===== src/rtl/vga_timing_gen.sv =====
// VGA raster timing generator and registered output stage.
// Counters feed the colour logic; sync/blank are delayed to match its latency.
module vga_timing_gen #(
  parameter int   H_ACTIVE = 640,
  parameter int   H_FP     = 16,
  parameter int   H_SYNC   = 96,
  parameter int   H_BP     = 48,
  parameter int   V_ACTIVE = 480,
  parameter int   V_FP     = 10,
  parameter int   V_SYNC   = 2,
  parameter int   V_BP     = 33,
  parameter logic SYNC_POL = 1'b0,
  parameter int   PIPE_DLY = 1
) (
  input  logic       clk_25,
  input  logic       rst,
  output logic [9:0] pixel_x,
  output logic [9:0] pixel_y,
  input  logic [7:0] in_r,
  input  logic [7:0] in_g,
  input  logic [7:0] in_b,
  output logic [7:0] vga_r,
  output logic [7:0] vga_g,
  output logic [7:0] vga_b,
  output logic       vga_hsync,
  output logic       vga_vsync,
  output logic       video_active,
  output logic       frame_start
);

  localparam int H_TOTAL = H_ACTIVE + H_FP + H_SYNC + H_BP;
  localparam int V_TOTAL = V_ACTIVE + V_FP + V_SYNC + V_BP;

  localparam logic [9:0] H_LAST   = 10'(H_TOTAL - 1);
  localparam logic [9:0] V_LAST   = 10'(V_TOTAL - 1);
  localparam logic [9:0] H_VIS    = 10'(H_ACTIVE);
  localparam logic [9:0] V_VIS    = 10'(V_ACTIVE);
  localparam logic [9:0] HS_START = 10'(H_ACTIVE + H_FP);
  localparam logic [9:0] HS_END   = 10'(H_ACTIVE + H_FP + H_SYNC - 1);
  localparam logic [9:0] VS_START = 10'(V_ACTIVE + V_FP);
  localparam logic [9:0] VS_END   = 10'(V_ACTIVE + V_FP + V_SYNC - 1);

  always_ff @(posedge clk_25 or posedge rst) begin
    if (rst) begin
      pixel_x <= '0;
      pixel_y <= '0;
    end else if (pixel_x == H_LAST) begin
      pixel_x <= '0;
      pixel_y <= (pixel_y == V_LAST) ? 10'd0 : pixel_y + 10'd1;
    end else begin
      pixel_x <= pixel_x + 10'd1;
    end
  end

  // Decoded raster flags, packed as {hs, vs, act, fs}; all-zero means inactive.
  logic       hs, vs, act, fs;
  logic [3:0] dec, dec_d;

  always_comb begin
    hs  = (pixel_x >= HS_START) && (pixel_x <= HS_END);
    vs  = (pixel_y >= VS_START) && (pixel_y <= VS_END);
    act = (pixel_x < H_VIS) && (pixel_y < V_VIS);
    fs  = (pixel_x == 10'd0) && (pixel_y == 10'd0);
    dec = {hs, vs, act, fs};
  end

  if (PIPE_DLY == 0) begin : g_nodly
    assign dec_d = dec;
  end else begin : g_dly
    logic [3:0] stage [PIPE_DLY];
    always_ff @(posedge clk_25 or posedge rst) begin
      if (rst) begin
        for (int i = 0; i < PIPE_DLY; i++) stage[i] <= '0;
      end else begin
        stage[0] <= dec;
        for (int i = 1; i < PIPE_DLY; i++) stage[i] <= stage[i-1];
      end
    end
    assign dec_d = stage[PIPE_DLY-1];
  end

  always_ff @(posedge clk_25 or posedge rst) begin
    if (rst) begin
      vga_hsync    <= ~SYNC_POL;
      vga_vsync    <= ~SYNC_POL;
      video_active <= 1'b0;
      frame_start  <= 1'b0;
      vga_r        <= '0;
      vga_g        <= '0;
      vga_b        <= '0;
    end else begin
      vga_hsync    <= dec_d[3] ? SYNC_POL : ~SYNC_POL;
      vga_vsync    <= dec_d[2] ? SYNC_POL : ~SYNC_POL;
      video_active <= dec_d[1];
      frame_start  <= dec_d[0];
      vga_r        <= dec_d[1] ? in_r : 8'd0;
      vga_g        <= dec_d[1] ? in_g : 8'd0;
      vga_b        <= dec_d[1] ? in_b : 8'd0;
    end
  end

endmodule


===== config.mk =====
export PLATFORM = sky130hd
export DESIGN_NAME = vga_timing_gen
export DESIGN_NICKNAME = d
export VERILOG_FILES = /design/src/rtl/vga_timing_gen.sv
export SDC_FILE = /design/constraint.sdc
export NUM_CORES = 1
export LEC_CHECK = 0
export ABC_AREA = 1
export CAP_MARGIN = 25
export CORE_ASPECT_RATIO = 1.2
export CORE_MARGIN = 2
export CORE_UTILIZATION = 47
export CTS_BUF_LIST = sky130_fd_sc_hd__clkbuf_4 sky130_fd_sc_hd__clkbuf_8
export CTS_CLUSTER_DIAMETER = 80
export CTS_CLUSTER_SIZE = 10
export DETAILED_ROUTE_END_ITERATION = 12
export GPL_TIMING_DRIVEN = 0
export PLACE_DENSITY = 0.87
export SYNTH_ARGS = -nofsm -noshare
export SYNTH_HDL_FRONTEND = slang
export SYNTH_SLANG_ARGS = --single-unit

===== constraint.sdc =====
create_clock -name clk_25 -period 1.8 [get_ports clk_25]
set_input_delay 0.36 -clock clk_25 [delete_from_list [all_inputs] [get_ports clk_25]]
set_output_delay 0.36 -clock clk_25 [all_outputs]
set_load 0.005 [all_outputs]

==> results.cfg, run 1 <==
[synth]
yosys_register_bits = 52
synth.yosys.seq_area_share_pct = 57.1
mappedNetlistArea_um2 = 2280
synth.yosys.warnings = 0
avgSynthCellArea_um2 = 8.98
total_nets_after_synthesis = 285
yosys.cell_types.count = 26
syn_inst = 254

[drt]
route.vias.total = 1795
drc = 0
ant_nets = 0
first_iter_violations = 89
detailedRoute.firstPassIterationCount = 4
drt-vias-per-instance = 4.56
finalWirelength_mm = 4.57
avgRoutedWirePerCell_um = 11.6

[pwr]
power_per_cell_area_nw_per_um2 = 680
p_total_w = 0.00220
worst_ir_drop_vdd_v = 0.000357
p_leak_nw = 1.67

[timing]
tightest_slew_ns = 0.450
final_period_minus_worst_setup_slack_ns = 1.72
worst_slew_margin_rel_pct = 70.0
drv_slew = 0
hold_viol = 0
grt_setup_unrepaired = no
setup_viol = 0
clock.fmax_mhz = 583
period_share_pct = 95.3
finalClockSkew_ns = 0.00673

[clocking]
cts_num_sinks = 52
ctsRootBufferMaster = sky130_fd_sc_hd__clkbuf_8
worstSkewPairLatency_ns = 0.30
cts_max_level = 2
cts-hold-fix-buffers = 0
clock_path_buffers = 2
cts_repair_resize_count = 0
post-cts-setup-buffers = 0
total_cts_buffers = 5
path_clk_slew_ns = 0.09
tritoncts = yes

[layout]
layout_commonest_cell = sky130_fd_sc_hd__clkdlybuf4s50_1
layout.cells.most_common_list = 73 x sky130_fd_sc_hd__clkdlybuf4s50_1, 56 x sky130_fd_sc_hd__nand2_1, 55 x sky130_fd_sc_hd__inv_1, 50 x sky130_fd_sc_hd__dfrtp_1, 22 x sky130_fd_sc_hd__nor2_1
fillCellCount = 354
non_filler_instances = 394
seq_area_um2 = 1300
diodes = 0
multiInputGateArea_um2 = 724
finalNetCount = 366
drive_gt1_share_pct = 8.33
syn2layout_area_growth_pct = 41.4

[critical_path]
start_kind = register
required_ns = 1.44
critPathSlowestCell = sky130_fd_sc_hd__clkdlybuf4s50_1
crit_family = buffers and inverters
timing.critical_path.to_type = primary output
critical_path.cell_chain = clkdlybuf4s50_1
critical_path.max_stage_delay_ns = 0.56
path_class = register to primary output
critical_path_peak_fanout = 7
count_of_buffer_and_inverter_cells_on_the_critical_path = 1
worst_ep_arrival_time_ns = 1.36

[floorplanning]
fp.dieArea_um2 = 5430
start_util_pct = 49.3
chipWidth_um = 67.6
rows = 27
die_y_um = 80.3
ioPinCount = 74
core_area_um2 = 4630

[hold_path]
min_path_type = register to register

[outcome]
outcome = finished, final reports clean

[grt]
antenna_found_initial = 0
largest_net_degree_at_the_start_of_global_routing = 32
grt_pass1_vias = 1636
grt_use_total_pct = 17.6
grt_pass1_wl_mm = 7.29
grt.overflow.total = 0

[placement]
detailedPlacementHpwl_mm = 3.45
port_buffers = 73
place.gp.congestion = 0.854
placed_cells_incl_taps = 386

[run]
maxCapViolCount = 0
routing by layer:
metal  vias to the layer above  wire length, um  GRT usage [%]
met1                       820             1930           20.9
li1                        915                -              -
met5                         -                0              0
met3                         4              292           3.92
met4                         0               48           6.94
met2                        56             2300           30.2
report_power, final:
| group | leakage [nW] | switching, W | total, W | internal, W |
|---|---|---|---|---|
| clock network | 0.0614 | 0.000378 | 0.000833 | 0.000455 |
| registers | 0.639 | 0.00000674 | 0.00120 | 0.00119 |
| logic | 0.966 | 0.0000552 | 0.000161 | 0.000106 |
through the flow:
stage                     TNS [ns]  instance area, um^2  util, %  hold WS, ns  setup slack [ns]
after CTS                        0                 3230     69.7        0.353            0.0837
final                            0                 3230     69.7        0.353            0.0845
after detailed placement         0                 3110     67.1        0.340             0.357
after floorplan                  0                 2280        -        0.331             0.185
after global routing             0                 3230     69.7        0.361            0.0337
after global placement      -37.62                 3090     66.7        0.333            -0.742
cell families (layout without fill, tap and decap cells):
group           count (synthesis)  count (layout)  share of synthesized area (%)
flops                          52              52                           57.1
compound gates                 13              13                           3.07
simple gates                  113             113                           22.9
buf+inv                        63             145                           11.1
fa+ha+maj                       5               5                           2.74
xor+xnor                        8               8                           3.07
worst paths after layout:
check,from,end,slack [ns],cells past startpoint
worst max-delay path,pixel_y[9],pixel_y[9],0.08,1
min in group asynchronous,rst,vga_r[5],0.38,2
worst min-delay path,dec_d[2],vga_vsync,0.35,1
worst max register to register,pixel_x[0],pixel_y[6],0.33,7
max in group asynchronous,rst,vga_vsync,0.83,3
worst min register to register,dec_d[2],vga_vsync,0.35,1
state kept, by name, summed over array words and instances (netlist names):
name and count:
pixel_x 10, pixel_y 10, vga_b 8, vga_g 8
vga_r 8, dec_d 4, frame_start 1, vga_hsync 1
vga_vsync 1, video_active 1
area by class of cell:
type                    count  share of cell area, %
multi-input cells         139                   22.5
clock buffers               6                   2.56
inverters                  57                   6.63
clock inverters             2                   1.20
flip-flops and latches     52                   40.4
plain buffers               6                   1.24
repair buffers             74                   23.3
well taps                  58                   2.25
cells in the mapped netlist:
library cell               instances  area share (%)
sky130_fd_sc_hd__inv_1            56             9.2
sky130_fd_sc_hd__nand2_1          56             9.2
sky130_fd_sc_hd__dfrtp_1          50              55
sky130_fd_sc_hd__nor2_1           22             3.6
sky130_fd_sc_hd__nand3_1          13             2.9
sky130_fd_sc_hd__xor2_1            8             3.1
sky130_fd_sc_hd__o21ai_0           7             1.5
sky130_fd_sc_hd__ha_1              5             2.7
sky130_fd_sc_hd__nor2_2            5             1.4
sky130_fd_sc_hd__a21oi_1           4            0.88
sky130_fd_sc_hd__nor3_1            4            0.88
sky130_fd_sc_hd__nand3b_1          3            0.99
sky130_fd_sc_hd__buf_2             2            0.44
sky130_fd_sc_hd__buf_6             2            0.99
sky130_fd_sc_hd__clkbuf_1          2            0.33
sky130_fd_sc_hd__dfstp_2           2             2.3
sky130_fd_sc_hd__nand2_2           2            0.55
sky130_fd_sc_hd__nand4_1           2            0.55
sky130_fd_sc_hd__nor4_1            2            0.55
sky130_fd_sc_hd__inv_2             1            0.16
sky130_fd_sc_hd__nand2_4           1            0.49
sky130_fd_sc_hd__nand3_2           1            0.44
sky130_fd_sc_hd__nor2_4            1            0.49
sky130_fd_sc_hd__nor2_8            1            0.88
sky130_fd_sc_hd__o211ai_1          1            0.33
sky130_fd_sc_hd__o21bai_1          1            0.33
Note: power is estimated with default switching activity, not from simulation.
==> run 2, diff against run 1 <==
--- a/config.mk
+++ b/config.mk
@@ -9,13 +9,13 @@
 export CAP_MARGIN = 25
 export CORE_ASPECT_RATIO = 1.2
 export CORE_MARGIN = 2
-export CORE_UTILIZATION = 47
+export CORE_UTILIZATION = 35
 export CTS_BUF_LIST = sky130_fd_sc_hd__clkbuf_4 sky130_fd_sc_hd__clkbuf_8
 export CTS_CLUSTER_DIAMETER = 80
 export CTS_CLUSTER_SIZE = 10
 export DETAILED_ROUTE_END_ITERATION = 12
 export GPL_TIMING_DRIVEN = 0
-export PLACE_DENSITY = 0.87
+export PLACE_DENSITY = 0.7
 export SYNTH_ARGS = -nofsm -noshare
 export SYNTH_HDL_FRONTEND = slang
 export SYNTH_SLANG_ARGS = --single-unit
==> run 2 against run 1 <==
  * Fmax shrank 0.16%
  * Design area increased by 0.27%
  * Largest power group unchanged
  * Global-route usage fell by 4.0 points
  * Non-clock buffer count stayed put
  * Critical endpoint is now pixel_x[8]
==> results.cfg, run 2 (same netlist as run 1, synthesis figures left out) <==
[critical_path]
rrSetupSlack_ns = 0.38
worstSetupStartpoint = pixel_x[8]
timing.critical_path.to_type = primary output
ff2ff_path_depth = 8
critical_path.max_stage_delay_ns = 0.56
path_class = register to primary output
worst_ep_arrival_time_ns = 1.36
start_kind = register
r2r-start = pixel_x[1]
count_of_buffer_and_inverter_cells_on_the_critical_path = 1
worstReg2RegEnd = pixel_y[9]
critical_path_peak_fanout = 7
required_ns = 1.44
critical_path.cell_chain = clkdlybuf4s50_1
crit_family = buffers and inverters
critPathSlowestCell = sky130_fd_sc_hd__clkdlybuf4s50_1

[floorplanning]
fp.dieArea_um2 = 7190
die_y_um = 92.5
core_area_um2 = 6370
ioPinCount = 74
rows = 32
chipWidth_um = 77.7
start_util_pct = 35.8

[hold_path]
hold_path_start = dec_d[3]
hold_path_depth = 1
min_path_type = register to register
end_point_of_the_most_critical_hold_path = vga_hsync

[placement]
placement.cell_area_um2 = 3140
port_buffers = 73
detailedPlacementHpwl_mm = 3.47
place.gp.congestion = 0.795
placement.setup.worst_slack_ns = 0.378

[layout]
drive_gt1_share_pct = 8.33
syn2layout_area_growth_pct = 41.8
diodes = 0
finalNetCount = 366
layout.cells.most_common_list = 73 x sky130_fd_sc_hd__clkdlybuf4s50_1, 56 x sky130_fd_sc_hd__nand2_1, 55 x sky130_fd_sc_hd__inv_1, 50 x sky130_fd_sc_hd__dfrtp_1, 22 x sky130_fd_sc_hd__nor2_1
layout_commonest_cell = sky130_fd_sc_hd__clkdlybuf4s50_1
layout.cell_area.non_filler_um2 = 3240
biggestRegsByFlops = pixel_x: 10 flops, pixel_y: 10 flops

[drt]
ant_nets = 0
finalWirelength_mm = 4.59
drt-vias-per-instance = 4.23
drc = 0
detailedRoute.firstPassIterationCount = 6
avgRoutedWirePerCell_um = 10.9
first_iter_violations = 26
route.vias.total = 1779

[timing]
finalClockSkew_ns = 0.00336
tightest_slew_ns = 0.527
hold_viol = 0
setup-tns-final_ns = 0
final_period_minus_worst_setup_slack_ns = 1.72
period_share_pct = 95.5
worst_slew_margin_rel_pct = 64.8
grt_setup_unrepaired = no
setup_viol = 0
drv_slew = 0
clock.fmax_mhz = 582
worst_slack_ns = 0.0817

[clocking]
ctsRootBufferMaster = sky130_fd_sc_hd__clkbuf_8
cts_max_level = 2
tritoncts = yes
cts_num_sinks = 52
clock_path_buffers = 2
cts_repair_resize_count = 0
post-cts-setup-buffers = 0
total_cts_buffers = 5
worstSkewPairLatency_ns = 0.30
cts-hold-fix-buffers = 0
path_clk_slew_ns = 0.10

[pwr]
worst_ir_drop_vdd_v = 0.000301
power_per_cell_area_nw_per_um2 = 636
p_total_w = 0.00206
p_leak_nw = 1.65

[grt]
antenna_found_initial = 0
grt_use_total_pct = 13.6
largest_net_degree_at_the_start_of_global_routing = 28
grt.overflow.total = 0
grt_pass1_wl_mm = 7.87
grt_pass1_vias = 1753

[run]
maxCapViolCount = 0

[outcome]
outcome = finished, final reports clean
## run 2: changes by cell type in the layout (fill, tap and decap cells not counted)
cell / change
sky130_fd_sc_hd__bufinv_16: -1
sky130_fd_sc_hd__clkbuf_8: -1
sky130_fd_sc_hd__clkinvlp_4: +1
sky130_fd_sc_hd__inv_8: +1
## run 2: how the worst max path moves through the flow
stage            endpoint  slack, ns  cells past startpoint
2_1_floorplan    dec_d[0]       0.19                      1
3_3_place_gp     vga_b[6]      -0.78                      2
3_5_place_dp   pixel_y[6]       0.38                      7
4_1_cts        pixel_x[8]       0.06                      1
5_1_grt        pixel_y[5]       0.02                      1
6_report       pixel_x[8]       0.08                      1
## run 2: metrics by stage
stage	instances	util [%]	hold WS (ns)
detailed placement	413	49.3	0.335
global route	421	50.8	0.365
global placement	412	49.0	0.335
finish	421	50.8	0.355
floorplan	254	-	0.331
CTS	421	50.8	0.356
## run 2: worst register-to-register path, cell delays in order (launching register included)
cell and delay [ns]:
sky130_fd_sc_hd__dfrtp_1 0.41, sky130_fd_sc_hd__ha_1 0.20, sky130_fd_sc_hd__nand2_2 0.11, sky130_fd_sc_hd__nor2_8 0.14
sky130_fd_sc_hd__nand2_4 0.06, sky130_fd_sc_hd__nor2_4 0.14, sky130_fd_sc_hd__buf_6 0.15, sky130_fd_sc_hd__a21oi_1 0.07
sky130_fd_sc_hd__nor2_1 0.10
## run 2: final cells by class
class | count | area [um^2]
flip-flops and latches | 52 | 1300
fillers | 580 | 3130
well taps | 85 | 106
clock inverters | 3 | 27.5
multi-input cells | 139 | 724
repair buffers | 74 | 751
clock buffers | 5 | 68.8
plain buffers | 6 | 40.0
inverters | 57 | 214
## run 2: power by group
part	switching, W	internal (W)
registers	0.00000634	0.00119
logic	0.0000547	0.000106
clock network	0.000410	0.000286
## run 2: metal layers
metal  vias up  global-route usage (%)  part of all wire [%]
li1        911                       -                     -
met1       812                    16.9                    44
met2        54                    23.6                    51
met3         2                    2.53                   4.4
met4         0                    4.76                  0.59
met5         -                       0                     0
==> run 3, diff against run 2 <==
--- a/config.mk
+++ b/config.mk
@@ -16,6 +16,7 @@
 export DETAILED_ROUTE_END_ITERATION = 12
 export GPL_TIMING_DRIVEN = 0
 export PLACE_DENSITY = 0.7
+export SLEW_MARGIN = 20
 export SYNTH_ARGS = -nofsm -noshare
 export SYNTH_HDL_FRONTEND = slang
 export SYNTH_SLANG_ARGS = --single-unit
==> results of run 3 <==
No change in the layout: final DEF, timing and power equal those of run 2.
